File: src/rtl/dcache_controller.sv
// Direct-mapped, write-back, write-allocate data cache between an 8-bit CPU
// and a 32-bit block memory; stalls the CPU via BUSYWAIT on a miss.
module dcache_controller #(
  parameter int INDEX_BITS  = 3,
  parameter int OFFSET_BITS = 2
) (
  input  logic        CLK,
  input  logic        RESET,
  input  logic        READ,
  input  logic        WRITE,
  input  logic [7:0]  ADDRESS,
  input  logic [7:0]  WRITEDATA,
  output logic [7:0]  READDATA,
  output logic        BUSYWAIT,
  output logic        MEM_READ,
  output logic        MEM_WRITE,
  output logic [5:0]  MEM_ADDRESS,
  output logic [31:0] MEM_WRITEDATA,
  input  logic [31:0] MEM_READDATA,
  input  logic        MEM_BUSYWAIT
);

  localparam int TAG_BITS   = 6 - INDEX_BITS;
  localparam int NUM_BLOCKS = 1 << INDEX_BITS;

  typedef enum logic [1:0] {
    S_IDLE,
    S_WRITEBACK,
    S_FETCH,
    S_UPDATE
  } state_e;

  state_e state_q, state_d;

  logic [31:0]           data_q [NUM_BLOCKS];
  logic [TAG_BITS-1:0]   tag_q  [NUM_BLOCKS];
  logic [NUM_BLOCKS-1:0] valid_q;
  logic [NUM_BLOCKS-1:0] dirty_q;

  logic        mem_read_q, mem_write_q;
  logic [5:0]  mem_addr_q, mem_addr_d;
  logic [31:0] mem_wdata_q, mem_wdata_d;

  logic [TAG_BITS-1:0]    req_tag;
  logic [INDEX_BITS-1:0]  req_idx;
  logic [OFFSET_BITS-1:0] req_off;
  logic                   req;
  logic                   hit;
  logic                   write_hit;
  logic [31:0]            cur_block;

  assign req_tag   = ADDRESS[7 -: TAG_BITS];
  assign req_idx   = ADDRESS[OFFSET_BITS +: INDEX_BITS];
  assign req_off   = ADDRESS[OFFSET_BITS-1:0];
  assign req       = READ | WRITE;
  assign cur_block = data_q[req_idx];
  assign hit       = valid_q[req_idx] && (tag_q[req_idx] == req_tag);

  // A simultaneous READ and WRITE is handled as a write; reads never modify state.
  assign write_hit = WRITE && (state_q == S_IDLE) && hit;

  assign BUSYWAIT = req && !((state_q == S_IDLE) && hit);

  // Gating by valid makes the load port read zero out of reset without
  // having to clear the data array.
  assign READDATA = valid_q[req_idx] ? cur_block[{req_off, 3'b000} +: 8] : 8'h00;

  assign MEM_READ      = mem_read_q;
  assign MEM_WRITE     = mem_write_q;
  assign MEM_ADDRESS   = mem_addr_q;
  assign MEM_WRITEDATA = mem_wdata_q;

  always_comb begin
    // NOTE: every signal assigned here gets a default first so no path can
    // leave it unassigned, which would otherwise infer a latch.
    state_d     = state_q;
    mem_addr_d  = mem_addr_q;
    mem_wdata_d = mem_wdata_q;
    unique case (state_q)
      S_IDLE: begin
        if (req && !hit) begin
          if (valid_q[req_idx] && dirty_q[req_idx]) begin
            state_d     = S_WRITEBACK;
            mem_addr_d  = {tag_q[req_idx], req_idx};
            mem_wdata_d = cur_block;
          end else begin
            state_d    = S_FETCH;
            mem_addr_d = {req_tag, req_idx};
          end
        end
      end
      S_WRITEBACK: begin
        if (!MEM_BUSYWAIT) begin
          state_d    = S_FETCH;
          mem_addr_d = {req_tag, req_idx};
        end
      end
      S_FETCH: begin
        if (!MEM_BUSYWAIT) state_d = S_UPDATE;
      end
      S_UPDATE: state_d = S_IDLE;
      default:  state_d = S_IDLE;
    endcase
  end

  // Strobes, address and write data are flops loaded on the state transition,
  // so they are glitch-free and stay stable for the whole memory transaction.
  always_ff @(posedge CLK or negedge RESET) begin
    // NOTE: sequential state uses non-blocking assignments so every flop
    // samples pre-edge values regardless of statement order.
    if (!RESET) begin
      state_q     <= S_IDLE;
      mem_read_q  <= 1'b0;
      mem_write_q <= 1'b0;
      mem_addr_q  <= '0;
      mem_wdata_q <= '0;
      valid_q     <= '0;
      dirty_q     <= '0;
    end else begin
      state_q     <= state_d;
      mem_read_q  <= (state_d == S_FETCH);
      mem_write_q <= (state_d == S_WRITEBACK);
      mem_addr_q  <= mem_addr_d;
      mem_wdata_q <= mem_wdata_d;
      if (state_q == S_UPDATE) begin
        valid_q[req_idx] <= 1'b1;
        dirty_q[req_idx] <= 1'b0;
      end else if (write_hit) begin
        dirty_q[req_idx] <= 1'b1;
      end
    end
  end

  // NOTE: the data and tag arrays are deliberately not reset; valid bits
  // qualify them, and leaving them reset-free lets them map onto RAM.
  always_ff @(posedge CLK) begin
    if (state_q == S_UPDATE) begin
      data_q[req_idx] <= MEM_READDATA;
      tag_q[req_idx]  <= req_tag;
    end else if (write_hit) begin
      data_q[req_idx][{req_off, 3'b000} +: 8] <= WRITEDATA;
    end
  end

endmodule

File: config.mk
export PLATFORM = sky130hd
export DESIGN_NAME = dcache_controller
export DESIGN_NICKNAME = d
export VERILOG_FILES = /design/src/rtl/dcache_controller.sv
export SDC_FILE = /design/constraint.sdc
export NUM_CORES = 1
export LEC_CHECK = 0
export BUFFER_PORTS_ARGS = -buffer_cell sky130_fd_sc_hd__buf_2
export CORE_MARGIN = 3
export CORE_UTILIZATION = 31
export CTS_CLUSTER_SIZE = 25
export DETAILED_ROUTE_END_ITERATION = 8
export HOLD_SLACK_MARGIN = 0.12
export PLACE_DENSITY = 0.52
export SETUP_SLACK_MARGIN = 0.1
export SYNTH_ARGS = -nofsm -noshare
export SYNTH_HDL_FRONTEND = slang
export SYNTH_SLANG_ARGS = --single-unit
File: constraint.sdc
create_clock -name CLK -period 6.15 [get_ports CLK]
set_clock_uncertainty 0.15 [all_clocks]
set_input_delay 1.23 -clock CLK [delete_from_list [all_inputs] [get_ports CLK]]
set_output_delay 1.23 -clock CLK [all_outputs]
set_load 0.02 [all_outputs]
Word-level counts from Yosys, hierarchy flattened
Memories as Yosys holds them, arrays and structs flattened.
Cells that the tools add are included.
{"block": "totals", "regBits": 58, "ram_bits": 280, "input_bits": 53, "out_inout_bits": 49, "elab_cells": 130, "mem_count": 2}
{"block": "op_classes", "add_sub_neg": 1, "order_cmp": 2, "eq_ne": 8, "n_shift": 3, "muxes": 55, "bitwise_logic": 37, "n_reduce_logical": 15}
{"memory": "data_q", "words": 8, "width": 32, "rd": 1, "rd_clocked_by_memory_dff": 0, "wr": 1, "line": "35", "source": "logic [31:0] data_q [NUM_BLOCKS];"}
{"memory": "tag_q", "words": 8, "width": 3, "rd": 1, "rd_clocked_by_memory_dff": 0, "wr": 1, "line": "36", "source": "logic [TAG_BITS-1:0] tag_q [NUM_BLOCKS];"}
{"cell": "$mux W1", "n": 39}
{"cell": "$or A1 B1 Y1", "n": 33}
{"cell": "$mux W32", "n": 1}
{"cell": "$shift A8 B7 Y32 const A", "n": 1}
{"cell": "$shiftx A32 B6 Y8", "n": 1}
{"cell": "$shiftx A8 B7 Y32", "n": 1}
{"cell": "$mux W8", "n": 3}
{"cell": "$mux W6", "n": 3}
{"cell": "$or A8 B8 Y8", "n": 2}
{"cell": "$pmux W6 S2", "n": 1}
{"cell": "$and A8 B8 Y8", "n": 1}
{"cell": "$logic_and A1 B1 Y1", "n": 8}
{"cell": "$mux W2", "n": 4}
{"cell": "$not A8 Y8", "n": 1}
{"cell": "$pmux W2 S4", "n": 1}
{"cell": "$neg A5 Y7", "n": 1}
{"cell": "$bmux W1 S3", "n": 2}
{"cell": "$eq A2 B2 Y1 const B", "n": 3}
{"cell": "$reduce_and A3 Y1", "n": 2}
{"cell": "$eq A2 B1 Y1 const B", "n": 2}
{"cell": "$lt A3 B4 Y1 const B", "n": 1}
{"cell": "$reduce_bool A2 Y1", "n": 2}
{"cell": "$demux W1 S3", "n": 1}
{"cell": "$eq A3 B3 Y1", "n": 1}
{"cell": "other kinds (5)", "n": 6}

Longest topological paths before layout
Gate-level depths: netlist of the first run.
{"block": "logic_depth", "depth_word": 8, "ltp_mapped": 10, "ltp_nobuf": 6}

Least setup slack after synthesis of the first run
No wires, ideal clock.
{"block": "synth_path", "path_type": "input to output", "startpoint": "input port ADDRESS[4]", "endpoint": "output port READDATA[1]", "arrival_ns": 3.235, "t_required_ns": 4.770, "setup_slack_ns": 1.535, "path_stages": 7, "path_buffers": 3, "path_cell_list": "buf_2 > buf_1 > buf_1 > nand2_1 > o221a_2 > mux4_2 > nor2_1"}
{"block": "synth_via", "elab_chain_len": 3, "word_cells_on_any_way": 5, "cone_classes": "shift (1); mux (3); memory (1)"}
{"item": "start: declaration", "line": "11", "source": "input logic [7:0] ADDRESS,"}
{"item": "$mem_v2 Z8 W32 or $bmux W1 S3 (tied branches)"}
{"item": "$shiftx A32 B6 Y8 or $mux W1 (tied branches)", "line": "66", "source": "assign READDATA = valid_q[req_idx] ? cur_block[{req_off, 3'b000} +: 8] : 8'h00;"}
{"item": "$mux W8 (*)", "line": "66"}
{"item": "end: declaration", "line": "13", "source": "output logic [7:0] READDATA,"}
Mark *: on every way between the ends. The rest lies on a longest branch, timed or not. The select of a mux whose other input is x is not followed.

Final worst setup path of the first run
{"block": "layout_path", "startpoint": "input port ADDRESS[2]", "endpoint": "output port BUSYWAIT"}
{"block": "layout_via", "elab_chain_len": 6, "word_cells_on_any_way": 8, "cone_classes": "eq/ne (1); mux (2); reduce/logical (4); memory (1)"}
{"item": "$mem_v2 Z8 W3 or $bmux W1 S3 (tied branches)"}
{"item": "$eq A3 B3 Y1 or $mux W1 (tied branches)", "line": "57", "source": "assign hit = valid_q[req_idx] && (tag_q[req_idx] == req_tag);"}
{"item": "$logic_and A1 B1 Y1 (*)", "line": "57"}
{"item": "$logic_and A1 B1 Y1 (*)", "line": "62", "source": "assign BUSYWAIT = req && !((state_q == S_IDLE) && hit);"}
{"item": "$logic_not A1 Y1 (*)", "line": "62"}
{"item": "$logic_and A1 B1 Y1 (*)", "line": "62"}
{"item": "end: declaration", "line": "14", "source": "output logic BUSYWAIT,"}
Marks and branches as above.

==> summary.md, run 1 <==
| Metric | Value |
|---|---|
| Layout cells sized above 1 | 29.9% |
| Final instance area | 0.0170 sq mm |
| Placer Congestion | 0.882 |
| Nets | 1156 |
| DRT antenna net count | 0 |
| Commonest non-fill, non-tap cell in the layout | edfxtp_1 |
| DRC | 0 |
| HP Class | flip-flop to flip-flop |
| Period Utilization, post-route | 83.3% |
| Sink Count | 338 |
| R2r startpoint | state_q[1] |
| Synth Net Count | 971 |
| CTS Hold Bufs | 0 |
| Critical Path RT | 4.77 ns |
| Pins Over Slew Limit | 0 |
| Util after Layout | 38.1% |
| Slew @ Worst Pin | 0.956 ns |
| Synth top area share | 59.2% |
| I/O pins | 102 |
| Worst Setup SP | ADDRESS[2] |
| Port bufs | 101 |
| Flop2flop setup slack | 2.76 ns |
| Setup CP Type | input port to output pin |
| First-pass GRT wire length | 60.8 mm |
| Peak supply drop | 0.000165 V |
| FF+latch count, synth | 338 |
| Largest net degree at the start of global routing | 66 |
| Worst-Skew Late Latency | 0.51 ns |
| Total congestion overflow | 0 |
| CTS buffer count | 36 |
| Iter 0 DRT Violations | 1118 |
| Via/cell ratio | 5.19 |
| Worst r2r dst | data_q[6][14] |
| Core area | 0.0447 sq mm |
| Die area | 0.0484 sq mm |
| Die outline width | 220 um |
| Clk buf depth | 3 |
| Clk pin slew, worst setup/hold paths | 0.06 ns |
| Yosys warning count | 0 |
| Relative slew margins | 36.0% |
| Post-cts gate resize count | 0 |
| Post-synth top area cell | edfxtp_1 |
| Synth Cell Area | 0.0142 sq mm |
| Post-CTS Setup Inserts | 0 |
| Fin crit period | 5.12 ns |
| Distinct cell type count after synthesis | 48 |
| Setup TNS | 0 ns |
| H-tree depth | 2 |
| Die Y | 220 um |
| Placed Area | 0.0160 sq mm |
| Main area contributors after synthesis | edfxtp_1 (59%), dfrtp_1 (10%), mux4_2 (6.5%), mux2i_1 (3.8%), mux2_2 (2.6%) |
| Crit. End Element | output pin |
| Fin. Hold Viols | 0 |
| GRT Overall Usage | 17.3% |
| RSZ-0062 raised after global routing | false |
| Routed length per instance | 24.3 um |
| Most frequent cells in the layout | edfxtp_1 (280), buf_2 (100), buf_4 (98) |
| Cells after Synth | 913 |
| Worst Setup Start Kind | input port |
| PwrDens | 328 mW/mm^2 |
| P_leak | 6.27 nW |
| Worst EP arrival | 3.74 ns |
| Non-Filler Instances | 1716 |
| Dpl hpwl | 29.7 mm |
| CP endpoint | BUSYWAIT |
| TritonCTS clock tree | yes |
| Worst reg-to-reg path cell count | 3 |
| Max Clk Rate | 195 MHz |
| Max Cap Viol | 0 |
| Final setup fails | 0 |
| Area growth syn-to-layout | 19.8% |
| Max FO, Critical Path | 20 |
| Initial antenna violation count | 0 |
| CTS root buf | clkbuf_16 |
| Initial core utilization | 31.8% |
| DRT Pass-1 Iters | 5 |
| Site row count | 77 |
| Outcome | complete, no violations |
| # fillers | 4301 |
| Final wirelength | 41.8 mm |
| Worst hold margin | 0.317 ns |
| Placed cell count | 1652 |
| Syn Area/Cell | 15.6 sq um |
| Routed via count | 8913 |
| Sequential area share after synthesis | 69.4% |
| Vias in the first global route | 8850 |
where the power goes:
part	switching, mW	internal [mW]	total [mW]
Sequential	0.0713	2.66	2.73
Clock	0.845	1.12	1.96
Combinational	0.578	0.313	0.891
Total	1.49	4.09	5.59
through the flow:
stage	power (mW)	worst slack [ns]
floorplan	3.27	1.54
global placement	3.67	1.02
detailed placement	3.67	1.04
CTS	5.64	1.02
global route	5.81	0.892
finish	5.59	1.03
how the worst min path moves through the flow:
stage | start | to | slack, ns | cells past startpoint
global route | valid_q[2] | valid_q[2] | 0.34 | 1
global placement | valid_q[7] | valid_q[7] | 0.30 | 1
floorplan | valid_q[2] | valid_q[2] | 0.28 | 1
CTS | valid_q[3] | valid_q[3] | 0.32 | 1
finish | valid_q[3] | valid_q[3] | 0.32 | 1
detailed placement | valid_q[3] | valid_q[3] | 0.31 | 1
cells in the mapped netlist, drive strengths merged:
master / instances
o21ai: 53
a22o: 5
a21bo: 1
and3: 1
o211ai: 1
o41ai: 1
edfxtp: 280
a31oi: 8
mux4: 41
ha: 5
nand4b: 4
clkbuf: 23
xnor2: 1
mux2i: 54
nor2: 69
nor2b: 7
inv: 32
a2111oi: 2
a2111o: 1
a211oi: 2
a221o: 6
and2: 4
a22oi: 21
o31ai: 32
a21oi: 9
o221ai: 4
buf: 29
dfrtp: 58
a221oi: 19
or3: 2
o221a: 2
o22ai: 8
nand3: 1
clkinv: 1
nand2b: 4
mux2: 38
nor3: 4
or2: 8
nand3b: 1
nand2: 68
nor3b: 3
cell type report:
type / instances / area [sq um] / area share, %
tap: 592 / 741 / 4.35
multi-input combinational: 490 / 3980 / 23.4
antenna: 1 / 2.50 / 0.0147
clock inverter: 14 / 67.6 / 0.397
timing repair buffer: 199 / 1260 / 7.39
inverter: 33 / 124 / 0.728
clock buffer: 49 / 981 / 5.77
sequential: 338 / 9860 / 58.0
critical path, stage by stage:
cell and delay, ns:
buf_2 0.27, buf_4 0.39, mux2_2 0.38, a22oi_1 0.31
a21oi_1 0.17, a2111o_2 0.48, nor2_1 0.20, a21oi_1 0.10
buf_2 0.20
registers in the layout (all words and copies together) (netlist names), named ones only:
register / cells
MEM_ADDRESS: 6
MEM_READ: 1
MEM_WRITE: 1
MEM_WRITEDATA: 32
data_q: 256
state_q: 2
tag_q: 24
valid_q: 8
logic make-up after synthesis:
logic type,after synthesis,synth area share (%)
adder cells (fa/ha/maj),5,0.441
XOR/XNOR,1,0.115
AO/OA/AOI/OAI,175,8.61
AND/OR/NAND/NOR,176,5.49
buffers and inverters,85,2.57
multiplexers,133,13.3
flip-flops,338,69.4
per-layer routing:
layer	vias to the layer above	part of all wire (%)	global-route usage, %
met4	0	2.5	4.72
li1	3926	-	-
met2	409	43	25.5
met1	4514	46	25.5
met3	64	8.8	4.19
met5	-	0	0
No activity file was read; power rests on OpenSTA's default activity.
==> run 2: changes to the inputs <==
==> constraint.sdc (replaced) <==
create_clock -name CLK -period 5.3 [get_ports CLK]
set_clock_uncertainty 0.15 [all_clocks]
set_input_delay 1.06 -clock CLK [delete_from_list [all_inputs] [get_ports CLK]]
set_output_delay 1.06 -clock CLK [all_outputs]
set_load 0.02 [all_outputs]
==> run 2 against run 1 <==
Compared with the run above: global-route usage hardly changed; core utilization grew 0.54 points; flip-flop and latch count is the same; critical endpoint is now READDATA[0]; sequential power grew 16%.
==> summary.md, run 2 (synthesis results as in run 1) <==
| Metric | Value |
|---|---|
| Final setup fails | 0 |
| RSZ-0062 raised after global routing | false |
| Post-cts gate resize count | 0 |
| PwrDens | 393 mW/mm^2 |
| Internal | 4.98 mW |
| Port bufs | 101 |
| Die Y | 220 um |
| Number of diodes | 0 |
| Core area | 0.0447 sq mm |
| Pins Over Slew Limit | 0 |
| Setup CP Type | input port to output pin |
| Site row count | 77 |
| Clk buf depth | 3 |
| Fin. Hold Viols | 0 |
| Flop pwr share | 46.8% |
| Slew @ Worst Pin | 0.937 ns |
| Final wirelength | 41.8 mm |
| Die outline width | 220 um |
| Non-Filler Instances | 1732 |
| Via/cell ratio | 5.18 |
| Critical Path RT | 4.09 ns |
| CP max stage cell | nor2b_1 |
| Sw Share | 26.5% |
| Routed length per instance | 24.1 um |
| Initial core utilization | 31.8% |
| DRC | 0 |
| Hold wc startpoint | valid_q[2] |
| TritonCTS clock tree | yes |
| Comb power frac | 15.3% |
| Setup TNS | 0 ns |
| Worst hold margin | 0.317 ns |
| Crit. End Element | output pin |
| Period Utilization, post-route | 92.6% |
| HP Class | flip-flop to flip-flop |
| NetSw | 1.80 mW |
| Vias in the first global route | 8900 |
| Nets | 1168 |
| Clock Power Share | 37.9% |
| Worst setup margin | 0.390 ns |
| # fillers | 4203 |
| Final instance area | 0.0173 sq mm |
| GRT Overall Usage | 17.3% |
| Placer Congestion | 0.851 |
| DRT Pass-1 Iters | 5 |
| Placed cell count | 1661 |
| Initial antenna violation count | 0 |
| Peak supply drop | 0.000204 V |
| Hold Crit Depth | 1 |
| Clk pin slew, worst setup/hold paths | 0.06 ns |
| Layout cells sized above 1 | 31.1% |
| Crit-path max cell delay | 0.56 ns |
| Largest net degree at the start of global routing | 65 |
| Post-CTS Setup Inserts | 0 |
| Most flop-heavy register | data_q |
| Worst reg-to-reg path cell count | 7 |
| Relative slew margins | 37.0% |
| Worst EP arrival | 3.70 ns |
| Commonest non-fill, non-tap cell in the layout | edfxtp_1 |
| R2r startpoint | tag_q[5][2] |
| First-pass GRT wire length | 60.7 mm |
| Outcome | complete, no violations |
| Die area | 0.0484 sq mm |
| Flop2flop setup slack | 1.89 ns |
| DRT antenna net count | 0 |
| CTS root buf | clkbuf_16 |
| Fin crit period | 4.91 ns |
| Max reg flops | 256 |
| Max Cap Viol | 0 |
| Setup WS pre-CTS | 0.432 ns |
| Iter 0 DRT Violations | 993 |
| Max Clk Rate | 204 MHz |
| Most frequent cells in the layout | edfxtp_1 (280), buf_4 (107), buf_2 (100) |
| Dpl hpwl | 30.0 mm |
| Total congestion overflow | 0 |
| CTS Hold Bufs | 0 |
| P_leak | 6.41 nW |
| I/O pins | 102 |
| Worst r2r dst | data_q[4][4] |
| Max FO, Critical Path | 24 |
| Routed via count | 8965 |
| Worst Setup Start Kind | input port |
| Placed Area | 0.0160 sq mm |
| Worst hold path endpoint | valid_q[2] |
| CTS buffer count | 39 |
| Register area | 0.00986 sq mm |
| Area of the multi-input gates | 0.00397 sq mm |
| Worst-Skew Late Latency | 0.55 ns |
| Area growth syn-to-layout | 21.5% |
| Sink Count | 338 |
| H-tree depth | 2 |
| Critical path cell sequence | buf_2 -> nor2b_1 -> buf_4 -> a22oi_1 -> o22ai_1 -> nor2_1 -> mux4_2 -> nor2_1 -> buf_2 |
[run 2: cell count changes in the layout (fill, tap and decap cells not counted), sizes merged]
cell	change
buf	+9
bufinv	+3
clkbuf	+2
clkinv	+4
diode	-1
inv	-1
[run 2: area by class of cell]
| type | count | share of cell area (%) |
|---|---|---|
| multi-input cells | 490 | 23.0 |
| repair buffers | 208 | 7.67 |
| inverters | 33 | 0.718 |
| clock buffers | 51 | 5.98 |
| well taps | 592 | 4.29 |
| clock inverters | 20 | 1.15 |
| flip-flops and latches | 338 | 57.2 |
[run 2: stage by stage]
| stage | total power, mW | utilization, % |
|---|---|---|
| final | 6.78 | 38.6 |
| after global routing | 7.04 | 38.6 |
| after CTS | 6.83 | 38.6 |
| after detailed placement | 4.26 | 35.8 |
| after global placement | 4.26 | 35.8 |
| after floorplan | 3.80 | - |
[run 2: power groups by stage]
stage	Sequential [mW]	Combinational, mW	Clock [mW]
6_report	3.17	1.03	2.57
5_1_grt	3.19	1.11	2.73
4_1_cts	3.17	1.04	2.62
3_5_place_dp	3.23	1.04	0
3_3_place_gp	3.22	1.03	0
2_1_floorplan	3.27	0.523	0
[run 2: worst max-delay path, delay by kind of cell]
family | cells | cell delay [ns]
AOI/OAI and AO/OA | 2 | 0.29
buffers and inverters | 3 | 0.98
muxes | 1 | 0.48
and+or+nand+nor | 3 | 0.87
[run 2: worst max-delay path by stage]
stage	cells past startpoint	from	slack (ns)	to
2_1_floorplan	7	ADDRESS[4]	1.03	READDATA[1]
3_3_place_gp	9	ADDRESS[2]	0.39	READDATA[0]
3_5_place_dp	8	ADDRESS[2]	0.43	READDATA[2]
4_1_cts	9	ADDRESS[2]	0.43	READDATA[0]
5_1_grt	8	ADDRESS[2]	0.24	READDATA[2]
6_report	9	ADDRESS[2]	0.39	READDATA[0]
[run 2: metal layers]
layer	part of all wire (%)	wire length, um	GRT usage, %	up-vias
met3	9.2	3830	4.32	78
met4	2.7	1130	4.96	0
met2	42	17600	25.0	411
li1	-	-	-	3943
met1	46	19300	25.8	4533
met5	0	0	0	-
==> run 3: changes to the inputs <==
--- a/config.mk
+++ b/config.mk
@@ -8,10 +8,12 @@
 export BUFFER_PORTS_ARGS = -buffer_cell sky130_fd_sc_hd__buf_2
 export CORE_MARGIN = 3
 export CORE_UTILIZATION = 31
+export CTS_BUF_LIST = sky130_fd_sc_hd__clkbuf_2 sky130_fd_sc_hd__clkbuf_4 sky130_fd_sc_hd__clkbuf_8
 export CTS_CLUSTER_SIZE = 25
 export DETAILED_ROUTE_END_ITERATION = 8
 export HOLD_SLACK_MARGIN = 0.12
 export PLACE_DENSITY = 0.52
+export RECOVER_POWER = 50
 export SETUP_SLACK_MARGIN = 0.1
 export SYNTH_ARGS = -nofsm -noshare
 export SYNTH_HDL_FRONTEND = slang
==> run 3 against run 2 <==
Compared with the run above: the run now ends with max-capacitance violations, max-slew violations left; routed wire length rose by 1.2%; clock power is 14% lower; flip-flop and latch count did not move; cell count up 1.7%; sequential power hardly changed; combinational power barely moved.
==> summary.md, run 3 (synthesis results as in run 1) <==
| Metric | Value |
|---|---|
| Nets | 1185 |
| Placer Congestion | 0.851 |
| Met3 wire len | 4.03 mm |
| R2r startpoint | tag_q[5][2] |
| Area of the multi-input gates | 0.00396 sq mm |
| Worst setup margin | 0.289 ns |
| RSZ-0062 raised after global routing | false |
| Final setup fails | 0 |
| Worst reg-to-reg path cell count | 8 |
| Flop pwr share | 49.6% |
| Met1 wire length | 19.2 mm |
| Pins Over Slew Limit | 59 |
| GRT Overall Usage | 17.6% |
| Core area | 0.0447 sq mm |
| Flop2flop setup slack | 1.69 ns |
| Critical path cell sequence | buf_2 -> buf_4 -> nor2_1 -> clkbuf_1 -> a221oi_1 -> o221ai_1 -> mux4_2 -> nor2b_1 -> buf_2 |
| Placed cell count | 1661 |
| Site row count | 77 |
| Routed via count | 9122 |
| Crit-path max cell delay | 0.51 ns |
| Max FO, Critical Path | 24 |
| Setup CP Type | input port to output pin |
| CTS root buf | clkbuf_8 |
| Crit. End Element | output pin |
| PwrDens | 379 mW/mm^2 |
| Dpl hpwl | 30.0 mm |
| Internal | 4.63 mW |
| Iter 0 DRT Violations | 862 |
| Worst hold margin | 0.317 ns |
| DRC | 0 |
| Worst Setup Start Kind | input port |
| Final instance area | 0.0169 sq mm |
| Period Utilization, post-route | 94.6% |
| First-pass GRT wire length | 61.4 mm |
| Layout cells sized above 1 | 26.5% |
| Sw Share | 27.7% |
| Post-CTS Setup Inserts | 0 |
| CP max stage cell | buf_2 |
| Util after Layout | 37.8% |
| Area growth syn-to-layout | 19.1% |
| Non-Filler Instances | 1761 |
| P_leak | 6.15 nW |
| Relative slew margins | -120% |
| TritonCTS clock tree | yes |
| CTS Hold Bufs | 0 |
| I/O pins | 102 |
| Placed Area | 0.0160 sq mm |
| Setup TNS | 0 ns |
| Via/cell ratio | 5.18 |
| Die area | 0.0484 sq mm |
| Worst EP arrival | 3.80 ns |
| Top cell by count, worst path | buf_2 |
| Worst r2r dst | data_q[4][7] |
| Fin. Hold Viols | 0 |
| Die Y | 220 um |
| Initial antenna violation count | 0 |
| Highest Signal Layer | met4 |
| Clock Power Share | 34.7% |
| Die outline width | 220 um |
| Critical Path RT | 4.09 ns |
| Comb power frac | 15.7% |
| Slew @ Worst Pin | 3.30 ns |
| Max reg flops | 256 |
| Met2 WL | 17.8 mm |
| Max Clk Rate | 200 MHz |
| Port bufs | 101 |
| Initial core utilization | 31.8% |
| HP Class | flip-flop to flip-flop |
| Clk buf depth | 3 |
| Hold Crit Depth | 1 |
| DRT Pass-1 Iters | 5 |
| Commonest non-fill, non-tap cell in the layout | edfxtp_1 |
| Peak supply drop | 0.000192 V |
| NetSw | 1.78 mW |
| Worst hold path endpoint | valid_q[2] |
| Final wirelength | 42.3 mm |
| Vias in the first global route | 9045 |
| Failing checks | max-capacitance violations, max-slew violations |
| Routed length per instance | 24.0 um |
| DRT antenna net count | 0 |
| Fin crit period | 5.01 ns |
| Register area | 0.00986 sq mm |
| Setup WS pre-CTS | 0.432 ns |
| Outcome | finished with violations |
| Sink Count | 338 |
| Worst-Skew Late Latency | 0.63 ns |
| Most frequent cells in the layout | edfxtp_1 (280), clkbuf_1 (77), buf_4 (73) |
| Most flop-heavy register | data_q |
| # fillers | 4323 |
| Post-cts gate resize count | 0 |
| Hold wc startpoint | valid_q[2] |
| H-tree depth | 2 |
| Clk pin slew, worst setup/hold paths | 0.06 ns |
| Overall Power | 6.40 mW |
| Number of diodes | 0 |
| Max Cap Viol | 1 |
| CTS buffer count | 56 |
| Largest net degree at the start of global routing | 65 |
| Total congestion overflow | 0 |
==> run 3: changes by cell type in the layout (fill, tap and decap cells not counted), sizes merged <==
cell,delta
buf,-77
bufinv,-3
clkbuf,+110
clkinv,-1
==> run 3: routing by layer <==
| layer | track usage [%] | up-vias |
|---|---|---|
| met3 | 5.02 | 82 |
| met2 | 25.1 | 436 |
| li1 | - | 3996 |
| met4 | 5.47 | 0 |
| met5 | 0 | - |
| met1 | 25.8 | 4608 |
==> run 3: worst max path at each step <==
stage               startpoint          end  slack [ns]
global route        ADDRESS[2]  READDATA[6]        0.14
finish              ADDRESS[2]  READDATA[6]        0.29
global placement    ADDRESS[2]  READDATA[0]        0.39
detailed placement  ADDRESS[2]  READDATA[2]        0.43
CTS                 ADDRESS[2]  READDATA[0]        0.43
floorplan           ADDRESS[4]  READDATA[1]        1.03
==> run 3: critical path: cells and delay by family <==
kind	cells	cell delay [ns]
buffers and inverters	4	1.30
multiplexers	1	0.51
AND/OR/NAND/NOR	2	0.24
AO/OA/AOI/OAI	2	0.67
==> run 3: cell type report <==
type                       count  share of cell area, %
sequential                   338                   58.3
multi-input combinational    490                   23.4
timing repair buffer         208                   6.76
clock buffer                  84                   5.91
tap                          592                   4.38
inverter                      33                  0.733
clock inverter                16                  0.496
==> run 3: power by group through the flow <==
stage                     Sequential [mW]  Clock (mW)  Combinational (mW)
after global placement               3.22           0                1.03
final                                3.18        2.22                1.00
after CTS                            3.17        2.28                1.04
after detailed placement             3.23           0                1.04
after global routing                 3.19        2.40                1.08
after floorplan                      3.27           0               0.523
